## src/rtl/dmem_pkg.sv

```systemverilog
// Shared types and constants for the data-memory access unit.
package dmem_pkg;

  localparam int ADDR_W_DEF  = 16;
  localparam int DATA_W_DEF  = 16;
  localparam int WORD_STRIDE = 2;

  typedef enum logic [1:0] {
    IDLE   = 2'd0,
    ACCESS = 2'd1,
    RESP   = 2'd2
  } state_t;

  function automatic logic is_word_aligned(input logic [ADDR_W_DEF-1:0] addr);
    return (addr % WORD_STRIDE) == 0;
  endfunction

endpackage

```

## src/rtl/dmem_access_unit_counter.sv

```systemverilog
// Access-time counter: counts strobe cycles and flags the last one.
module dmem_latency_counter #(
  parameter int MAX_COUNT = 1,
  parameter int CNT_W     = $clog2(MAX_COUNT + 1)
) (
  input  logic clk,
  input  logic rst_n,
  input  logic clear,
  input  logic inc,
  output logic terminal
);

  logic [CNT_W-1:0] count;

  always_ff @(posedge clk) begin
    if (!rst_n)
      count <= '0;
    else if (clear)
      count <= '0;
    else if (inc)
      count <= count + CNT_W'(1);
  end

  assign terminal = (count == CNT_W'(MAX_COUNT - 1));

endmodule

```

## src/rtl/dmem_access_unit.sv

```systemverilog
// MEM-stage load/store initiator: one request at a time, fixed access time.
// Optional misalignment trap enabled by defining DMEM_ALIGN_CHECK_EN.
module dmem_access_unit
  import dmem_pkg::*;
#(
  parameter int ADDR_W      = ADDR_W_DEF,
  parameter int DATA_W      = DATA_W_DEF,
  parameter int MEM_LATENCY = 1
) (
  input  logic              clk,
  input  logic              rst_n,
  input  logic              req_valid,
  output logic              req_ready,
  input  logic              req_write,
  input  logic [ADDR_W-1:0] req_addr,
  input  logic [DATA_W-1:0] req_wdata,
  output logic              resp_valid,
  output logic [DATA_W-1:0] resp_rdata,
  output logic              resp_err,
  output logic              busy,
  output logic [ADDR_W-1:0] address,
  output logic [DATA_W-1:0] write_data,
  output logic              memWrite,
  output logic              memRead,
  input  logic [DATA_W-1:0] read_data
);

  state_t state;
  logic   accept;
  logic   cnt_last;

  assign accept = req_valid & req_ready;
  assign busy   = (state != IDLE);

  dmem_latency_counter #(.MAX_COUNT(MEM_LATENCY)) u_counter (
    .clk      (clk),
    .rst_n    (rst_n),
    .clear    (state != ACCESS),
    .inc      (state == ACCESS),
    .terminal (cnt_last)
  );

`ifdef DMEM_ALIGN_CHECK_EN
  logic resp_err_q;
  assign resp_err = resp_err_q;
`else
  assign resp_err = 1'b0;
`endif

  // NOTE: sequential state uses non-blocking assignments so every register
  // samples the pre-edge values regardless of statement order.
  always_ff @(posedge clk) begin
    if (!rst_n) begin
      state      <= IDLE;
      req_ready  <= 1'b0;
      resp_valid <= 1'b0;
      resp_rdata <= '0;
      address    <= '0;
      write_data <= '0;
      memWrite   <= 1'b0;
      memRead    <= 1'b0;
`ifdef DMEM_ALIGN_CHECK_EN
      resp_err_q <= 1'b0;
`endif
    end else begin
      case (state)
        IDLE: begin
          req_ready  <= 1'b1;
          resp_valid <= 1'b0;
          if (accept) begin
            req_ready <= 1'b0;
`ifdef DMEM_ALIGN_CHECK_EN
            // Odd addresses never reach memory; answer straight away.
            if (req_addr[0]) begin
              state      <= RESP;
              resp_valid <= 1'b1;
              resp_err_q <= 1'b1;
            end else
`endif
            begin
              state      <= ACCESS;
              address    <= req_addr;
              write_data <= req_wdata;
              memWrite   <= req_write;
              memRead    <= ~req_write;
            end
          end
        end
        ACCESS: begin
          if (cnt_last) begin
            memWrite   <= 1'b0;
            memRead    <= 1'b0;
            resp_valid <= 1'b1;
            // memWrite still holds the request type on this last cycle.
            if (!memWrite)
              resp_rdata <= read_data;
            state <= RESP;
          end
        end
        RESP: begin
          resp_valid <= 1'b0;
          req_ready  <= 1'b1;
          state      <= IDLE;
`ifdef DMEM_ALIGN_CHECK_EN
          resp_err_q <= 1'b0;
`endif
        end
        default: state <= IDLE;
      endcase
    end
  end

endmodule

```

## config.mk

```make
export PLATFORM = sky130hd
export DESIGN_NAME = dmem_access_unit
export DESIGN_NICKNAME = d
export VERILOG_FILES = /design/src/rtl/dmem_pkg.sv /design/src/rtl/dmem_access_unit_counter.sv /design/src/rtl/dmem_access_unit.sv
export SDC_FILE = /design/constraint.sdc
export NUM_CORES = 1
export LEC_CHECK = 0
export ABC_AREA = 1
export CAP_MARGIN = 20
export CORE_MARGIN = 3
export CORE_UTILIZATION = 45
export CTS_BUF_LIST = sky130_fd_sc_hd__clkbuf_2
export CTS_CLUSTER_SIZE = 10
export DETAILED_ROUTE_END_ITERATION = 8
export PLACE_DENSITY_LB_ADDON = 0.3
export SYNTH_ARGS = -nofsm -noshare
export SYNTH_HDL_FRONTEND = slang
export SYNTH_HIERARCHICAL = 1
export SYNTH_SLANG_ARGS = --single-unit
```

## constraint.sdc

```tcl
create_clock -name clk -period 1.9 [get_ports clk]
set_input_delay 0.38 -clock clk [delete_from_list [all_inputs] [get_ports clk]]
set_output_delay 0.38 -clock clk [all_outputs]
set_load 0.1 [all_outputs]
```

; Yosys cells after proc, flatten, opt, wreduce, memory -nomap -nowiden
; Cells that the tools add are included.
; W data, S select, Z words.
[totals]
reg_bits = 55
in_bits = 52
word_cells = 44
output_inout_bits = 54
[op_classes]
n_bitwise = 5
n_eq_ne = 5
reduce_logical = 12
muxes = 12
addsub = 1
[ops]
columns = op, count
row1 = $pmux W1 S2, 4
row2 = $reduce_bool A2 Y1, 4
row3 = $reduce_and A2 Y1, 3
row4 = $reduce_and A3 Y1, 2
row5 = $mux W1, 5
row6 = $mux W2, 2
row7 = $ne A2 B2 Y1 const B, 2
row8 = $not A1 Y1, 4
row9 = $pmux W2 S2, 1
row10 = $reduce_or A2 Y1, 2
row11 = $eq A2 B1 Y1 const B, 1
row12 = $eq A2 B2 Y1 const B, 1
row13 = $logic_not A2 Y1, 1
row14 = $ne A2 B1 Y1 const B, 1
row15 = $add A1 B1 Y1 const B, 1
row16 = $and A1 B1 Y1, 1

; Longest topological paths before layout
[logic_depth]
depth_word = 4
ltp_mapped = 7
depth_no_buf = 6

; Hierarchy
; The synthesis kept the hierarchy.
[modules_own_cells]
columns = module, instances, seq_area_each_um2, area_each_um2, cells_each
row1 = dmem_access_unit, 1, 1081.0, 2130.8, 283
row2 = dmem_latency_counter, 1, 20.0, 57.6, 9

; Worst setup path after synthesis
; OpenSTA, ideal clock, no wires.
[synth_path]
kind = register to register
startpoint = register req_ready
endpoint = register address[15]
path_slack_ns = 0.088
required_time_ns = 1.830
t_arrival_ns = 1.742
path_stages_with_launch = 6
n_path_buf = 1
synth_period_minus_slack_ns = 1.812
setup_time_ns = 0.070
cell_sequence = dfxtp_1 > nand2_1 > inv_2 > buf_1 > nand3_1 > a21oi_1
[synth_between]
elab_chain_len = 2
[synth_lines]
columns = element, line_no
row1 = from (decl), dmem_access_unit.sv:13  ; output logic req_ready,
row2 = from (signal assigned), dmem_access_unit.sv:55  ; req_ready <= 1'b0;
row3 = from (signal assigned), dmem_access_unit.sv:68  ; req_ready <= 1'b1;
row4 = from (signal assigned), dmem_access_unit.sv:71  ; req_ready <= 1'b0;
row5 = $and A1 B1 Y1, dmem_access_unit.sv:32  ; assign accept = req_valid & req_ready;
row6 = $reduce_and A2 Y1 (no line), --
row7 = to (signal assigned), dmem_access_unit.sv:82  ; address <= req_addr;
row8 = to (decl), dmem_access_unit.sv:21  ; output logic [ADDR_W-1:0] address,
; No other way between the ends.
; A chain may end at the register's enable or synchronous reset.

; Worst setup path after layout
[layout_path]
startpoint = register state[0]
endpoint = output busy
[layout_between]
elab_chain_len = 1
[layout_lines]
columns = element, line_no
row1 = from (decl), dmem_access_unit.sv:28  ; state_t state;
row2 = from (signal assigned), dmem_access_unit.sv:54  ; state <= IDLE;
row3 = from (signal assigned), dmem_access_unit.sv:81  ; state <= ACCESS;
row4 = from (signal assigned), dmem_access_unit.sv:97  ; state <= RESP;
row5 = $reduce_bool A2 Y1, dmem_access_unit.sv:33  ; assign busy = (state != IDLE);
row6 = to (decl), dmem_access_unit.sv:20  ; output logic busy,
; No other way between the ends.

==> impl_metrics.json <==
{
  "grt_max_degree": 36,
  "root_buffer": "clkbuf_2",
  "ctsResizeCount": 0,
  "cp-end-kind": "output pin",
  "ant_nets": 0,
  "grtUsageTotal": 0.195,
  "netSwitchingFraction": 0.392,
  "cp-start-kind": "flop",
  "grt_pass1_wl_um": 8630,
  "path_max_fanout": 5,
  "min_period_ps": 1710,
  "routed_wl_um": 5590,
  "p_per_area_nw_per_um2": 794,
  "placed_cells": 449,
  "timing.final.crit_share": 0.899,
  "cts.clk_slew.worst_paths_ps": 280,
  "dp_slack_ps": 198,
  "max_freq_mhz": 586,
  "cp_slowest_cell": "dfxtp_1",
  "cts_buffer_depth": 2,
  "max_cap_viol_count": 0,
  "cp.depth": 3,
  "fin_skew_ps": 24.8,
  "synthFlopType": "dfxtp_1",
  "synth-edff-count": 0,
  "p_comb_frac": 0.330,
  "final_area_um2": 3200,
  "fin_ws_ps": 192,
  "max_stage_delay_ps": 540,
  "p_int_uw": 1540,
  "async_flop_share": 0,
  "fin_setup_tns_ps": 0,
  "dr.pass1.iters": 5,
  "cts_buffers": 5,
  "antenna_found_initial": 0,
  "path_buf_inv": 2,
  "post-route-drc-count": 0,
  "r2r_slack_ps": 460,
  "cp.required_ps": 1520,
  "drive_gt1_frac": 0.201,
  "max_slew_margin": 0.592,
  "portBuffers": 104,
  "drt_iter0_markers": 96,
  "cts_tree": "yes",
  "hp-class": "in2reg",
  "synth_top_area_frac": 0.503,
  "wl_per_cell_um": 12.2,
  "gp_congestion": 0.758,
  "synth.area.top_cells": "dfxtp_1 50%, nand3_1 11%, nand2_1 10%",
  "pin_count": 106,
  "reg2reg_depth": 5,
  "criticalPathCategory": "reg2out",
  "finalHoldViolations": 0,
  "ys_ff_latch": 55,
  "dp_hpwl_um": 4080,
  "place_area_um2": 3150,
  "whs_path_depth": 3,
  "synthCells": 292,
  "die_area_um2": 5740,
  "yosysSeqAreaShare": 0.503,
  "cp-endpoint": "busy",
  "rsz0062_at_grt": "no",
  "clock_latency_ps": 450,
  "r2r_end": "memRead",
  "pwr-share-clk": 0.178,
  "antenna_cells": 0,
  "r2r-start": "state[0]",
  "synth_cell_types": 20,
  "vias": 2161,
  "p_leak_uw": 0.00141,
  "rows": 24,
  "p_switching_uw": 996,
  "grt_pass1_vias": 1964,
  "fin_cells": 458,
  "fin_nets": 444,
  "syn_to_final_growth_pct": 46.2,
  "p_seq_frac": 0.492,
  "outcome": "complete, no violations",
  "finalSetupViolations": 0,
  "slew_violations": 0,
  "dieWidth_um": 75.7,
  "synth.most_common_cell": "nand2_1",
  "synth_area_per_cell_um2": 7.49,
  "tightest_slew_ps": 612,
  "start_util": 0.483,
  "cts_max_level": 2,
  "ys.warnings.count": 6,
  "synth_area_um2": 2190,
  "grt-ovfl-total": 0,
  "crit_family": "flip-flops",
  "cts.sink_count": 55,
  "syn-num-nets": 344,
  "crit_start": "state[0]",
  "core_um2": 4530,
  "crit_chain": "nor2_4, inv_1, buf_12",
  "arrival_ps": 1330,
  "synth_common_cells": "59 x nand2_1, 55 x dfxtp_1, 50 x nand3_1",
  "vias_per_cell": 4.72,
  "die_h_um": 75.7,
  "ir_drop_mv": 0.582,
  "timing.hold.ws_ps": 450,
  "yosys.area.top_type": "dfxtp_1"
}
[repair_timing]
item / 4_1_cts / 5_1_grt
hold buffers: 0 / 0
endpoints found under the setup margin: 1 / 0
setup buffers: 1 / 0
[area by class of cell]
class / instances / area, um2
tap: 65 / 81.3
inverter: 28 / 105
fill: 400 / 1340
timing repair buffer: 111 / 998
multi-input combinational: 191 / 868
clock buffer: 5 / 25.0
sequential: 55 / 1100
clock inverter: 3 / 20.0
[layer usage]
layer / up-vias / GRT usage / part of all wire / routed length (um)
met5: - / 0 / 0 / 0
met4: 0 / 0.0583 / 0.0070 / 39
met3: 4 / 0.0528 / 0.064 / 358
met2: 70 / 0.336 / 0.51 / 2850
met1: 966 / 0.237 / 0.42 / 2340
li1: 1121 / - / - / -
[power by group through the flow]
stage	logic (uW)	clock network, uW	registers (uW)
floorplan	197	0	1670
global placement	832	0	1270
detailed placement	839	0	1270
CTS	843	476	1250
global route	883	515	1260
finish	838	452	1250
[registers in the layout, indices dropped and copies added, names as in the netlist]
| name | cells |
|---|---|
| address | 16 |
| memRead | 1 |
| memWrite | 1 |
| req_ready | 1 |
| resp_rdata | 16 |
| resp_valid | 1 |
| state | 2 |
| u_counter/count | 1 |
| write_data | 16 |
[metrics by stage]
step / util / power [uW]
2_1_floorplan: - / 1870
3_3_place_gp: 0.694 / 2100
3_5_place_dp: 0.694 / 2110
4_1_cts: 0.706 / 2570
5_1_grt: 0.706 / 2660
6_report: 0.706 / 2540
[cells in the final DEF (no fill, tap or decap), types with 2 or more instances in the layout]
master and count:
nand2_2 3, clkbuf_2 5, nor2_1 36, clkdlybuf4s50_1 51, a21oi_1 34, inv_1 24
inv_2 3, nor2_4 3, buf_4 57, nand3_1 50, clkinv_1 2, dfxtp_1 55
nand2_1 59, buf_12 3, nor2_2 2
[kinds of logic after synthesis]
kind of cell    count (synthesis)  synth area share
compound gates                 35            0.0800
buf+inv                        46             0.100
flops                          55             0.503
other cells                     1           0.00171
simple gates                  155             0.315
[how the worst min path moves through the flow]
stage | to | slack, ps | from
final | write_data[14] | 450 | req_wdata[14]
after global routing | address[14] | 440 | req_addr[14]
after CTS | write_data[14] | 420 | req_wdata[14]
after detailed placement | resp_valid | 450 | resp_valid
after global placement | resp_valid | 450 | resp_valid
after floorplan | u_counter/count | 500 | u_counter/count
[worst reg2reg max path, stage by stage, from the launching register on]
cell and delay [ps]:
dfxtp_1 540, nor2_4 80, buf_4 200, nand2_4 300, nand2_1 110, o21ai_0 150
Power figures use the tool's default switching activity.
==> RTL change 1: new RTL, same flow settings <==
`ADDR_W_DEF`: 16 -> 17.
--- a/src/rtl/dmem_pkg.sv
+++ b/src/rtl/dmem_pkg.sv
@@ -1,7 +1,7 @@
 // Shared types and constants for the data-memory access unit.
 package dmem_pkg;
 
-  localparam int ADDR_W_DEF  = 16;
+  localparam int ADDR_W_DEF  = 17;
   localparam int DATA_W_DEF  = 16;
   localparam int WORD_STRIDE = 2;
 
Ports: changed (resized address and req_addr); port bits go from 106 to 108. The function was not compared with the original's and may differ.
==> RTL change 1 against the unedited design <==
Combinational power increased by 2%. Power up 7.1%. Worst hold slack better by 0.0043 ns. Design area up 3.1%. Worst setup slack got worse by 0.053 ns. Area after synthesis grew 1.1%. Wire length up 2.8%. Sequential cell count increased by 1. Largest cell class unchanged.
==> RTL change 1: results (changes against the unedited design) <==
Worst Hold Launch - req_wdata[5]
Critical path startpoint - state[1]
Post-CTS Repair Setup Buffers - 0 (-1)
Drt total wl - 5.74 mm (+2.8%)
Fillers - 386 (-3.5%)
CP arrival - 1.38 ns (+0.05 ns)
Seq/Total Area, Yosys - 50.7% (+0.36 points)
Vias in the first global route - 2,032 (+3.5%)
Synth top cells by count - nand2_1, dfxtp_1, nand3_1, nor2_1, a21oi_1
Largest net degree at the start of global routing - 37 (+2.8%)
Worst Skew - 0.0133 ns (-0.0115 ns)
All-Layer GR Usage - 19.7% (+0.19 points)
Post-DP HPWL - 4.20 mm (+3.0%)
Layout cells sized above 1 - 20.4% (+0.35 points)
Port Buf Inserts - 106 (+1.9%)
Detailed-router iteration count before antenna repair - 4 (-1)
Top flop regs - address x17, resp_rdata x16, write_data x16
Final net count - 453 (+2.0%)
Critical Path Fanout Max - 8 (+3)
Ranking of synthesized cells by area - dfxtp_1, nand3_1, nand2_1
Global-route wire length before repair - 9.49 mm (+9.9%)
Iter 0 DRT Violations - 110 (+15%)
Status - complete, no violations
Syn Nets - 349 (+1.5%)
GPL Wtd Cong - 0.757 (-0.18%)
-- RTL change 1: final timing paths --
| check | end | cells past startpoint | slack, ns |
|---|---|---|---|
| setup / recovery | busy | 3 | 0.14 |
| hold / removal | write_data[5] | 3 | 0.45 |
| setup reg to reg | memRead | 5 | 0.47 |
| hold reg to reg | address[7] | 2 | 0.48 |
-- RTL change 1: stage by stage --
stage	instances	worst slack, ns	cell area [um2]	hold slack [ns]	total power, mW
global placement	458	0.344	3230	0.448	2.15
detailed placement	458	0.301	3230	0.454	2.16
finish	466	0.139	3300	0.455	2.72
global route	466	0.0275	3300	0.417	2.83
CTS	466	0.122	3300	0.432	2.74
floorplan	296	0.0746	2210	0.497	1.90
-- RTL change 1: metal layers --
layer	wire length [um]	up-vias	global-route usage, %
li1	-	1138	-
met1	2340	1007	24.4
met2	2850	92	32.6
met3	444	8	5.91
met4	106	0	6.70
met5	0	-	0
-- RTL change 1: cell families (layout without fill, tap and decap cells) --
logic type      Yosys count  in the layout  share of synthesized area, %
simple gates            157            157                          31.4
flops                    56             56                          50.7
buf+inv                  46            151                          9.56
compound gates           36             36                          8.14
other cells               1              1                         0.170
-- RTL change 1: layout make-up --
cell class | instances | share of cell area (%)
flip-flops and latches | 56 | 34.0
repair buffers | 115 | 31.6
multi-input cells | 194 | 26.7
clock buffers | 5 | 0.759
inverters | 28 | 3.19
well taps | 65 | 2.47
clock inverters | 3 | 1.29
-- RTL change 1: power by group --
group	switching, mW	internal, mW
sequential	0.0384	1.24
combinational	0.607	0.250
clock	0.370	0.219
total	1.01	1.71
-- RTL change 1: worst max-delay path, cell delays in order (launching register included) --
cell     delay, ns
dfxtp_1       0.43
nor2_4        0.22
inv_1         0.10
buf_12        0.17
==> RTL change 2: new RTL, config.mk and constraints unchanged <==
Without the edit above. The 3 states of `state_t` get a one-hot encoding in 3 bits.
--- a/src/rtl/dmem_pkg.sv
+++ b/src/rtl/dmem_pkg.sv
@@ -5,10 +5,10 @@
   localparam int DATA_W_DEF  = 16;
   localparam int WORD_STRIDE = 2;
 
-  typedef enum logic [1:0] {
-    IDLE   = 2'd0,
-    ACCESS = 2'd1,
-    RESP   = 2'd2
+  typedef enum logic [2:0] {
+    IDLE   = 3'b001,
+    ACCESS = 3'b010,
+    RESP   = 3'b100
   } state_t;
 
   function automatic logic is_word_aligned(input logic [ADDR_W_DEF-1:0] addr);
Formal check against the unedited RTL: same outputs for any inputs over 10 cycles, from zero or initial values and one cycle with rst_n low; not proved beyond that.
==> RTL change 2 against the unedited design <==
Fmax up 2.6%. Highest routed layer unchanged. Via count down 7.3%. Sequential power up 6%. Worst setup slack better by 0.043 ns. Synthesized cell count down 9.9%. Sequential cell count up 1. Largest power group unchanged. Critical path depth unchanged. Power up 18%. Design area down 5.3%. Non-clock buffer count down 3. Area after synthesis down 6.9%. Wire length down 5.5%.
==> RTL change 2: results (changes against the unedited design) <==
Status - complete, no violations
# Max-Cap Violations - 0 (unchanged)
P_leak - 1.39 nW (-1.9%)
Post-synthesis compound-gate area fraction - 12.6% (+4.6 points)
Worst skew pair latency - 0.42 ns (-0.03 ns)
Final net count - 416 (-6.3%)
Synth top cells by count - nor2_1, dfxtp_1, o21ai_0, o21ai_1, nand2_1
Max IR drop VDD - 0.634 mV (+8.8%)
Ranking of synthesized cells by area - dfxtp_1, nor2_1, o21ai_0
Post-synthesis adder-cell area fraction - 0% (unchanged)
All-Layer GR Usage - 20.0% (+0.48 points)
Clock slew at reported path FFs - 0.26 ns (-0.02 ns)
Layout cells sized above 1 - 21.1% (+0.99 points)
GPL Wtd Cong - 0.740 (-2.3%)
Iter 0 DRT Violations - 101 (+5.2%)
Place WS - 0.207 ns (+0.00822 ns)
Largest net degree at the start of global routing - 34 (-5.6%)
Global-route wire length before repair - 8.42 mm (-2.4%)
Rel. slew slack - 62.4% (+3.2 points)
Detailed-router iteration count before antenna repair - 4 (-1)
CP arrival - 1.28 ns (-0.05 ns)
Post-DP HPWL - 3.82 mm (-6.5%)
Via density - 4.83 (+2.3%)
Vias in the first global route - 1,932 (-1.6%)
Synth unique cells - 23 (+15%)
Seq/Total Area, Yosys - 55.0% (+4.7 points)
Worst Skew - 0.0136 ns (-0.0112 ns)
Root Buffer - clkbuf_2
Post-CTS Repair Setup Buffers - 0 (-1)
Asr flop ratio synth - 0% (unchanged)
## RTL change 2: kinds of logic (layout without fill, tap and decap cells)
family	count (synthesis)	after routing
other cells	1	1
compound gates	51	51
flops	56	56
buf+inv	27	129
simple gates	128	128
## RTL change 2: power by group
group | switching, mW | internal (mW)
Combinational | 0.934 | 0.298
Clock | 0.343 | 0.0829
Sequential | 0.0527 | 1.28
## RTL change 2: worst max-delay path: stages, from the launching register on
cell and delay (ns):
dfxtp_1 0.46, inv_2 0.06, nand3_2 0.16, buf_12 0.20
## RTL change 2: final timing paths
check | from | end | slack (ns) | cells after the start
worst max-delay path | state[1] | busy | 0.24 | 3
worst min-delay path | req_wdata[6] | write_data[6] | 0.49 | 3
worst max register to register | state[1] | write_data[0] | 0.49 | 6
worst min register to register | resp_rdata[8] | resp_rdata[8] | 0.51 | 2
## RTL change 2: cell type report
type	instances	area, um2
clock inverter	3	13.8
fill	352	1140
inverter	13	52.6
tap	50	62.6
sequential	56	1120
timing repair buffer	108	963
clock buffer	5	25.0
multi-input combinational	180	791
## RTL change 2: stage by stage
stage / utilization [%] / cells / hold WS (ns) / instance area [um2]
detailed placement: 71.7 / 407 / 0.474 / 2990
global route: 72.6 / 415 / 0.468 / 3030
floorplan: - / 263 / 0.497 / 2040
finish: 72.6 / 415 / 0.494 / 3030
global placement: 71.7 / 407 / 0.465 / 2990
CTS: 72.6 / 415 / 0.464 / 3030
## RTL change 2: layer usage
layer  routed length (um)  track usage [%]
met3                  419             4.51
met2                 2580             35.1
met1                 2200             23.5
met4                   83             7.58
met5                    0                0
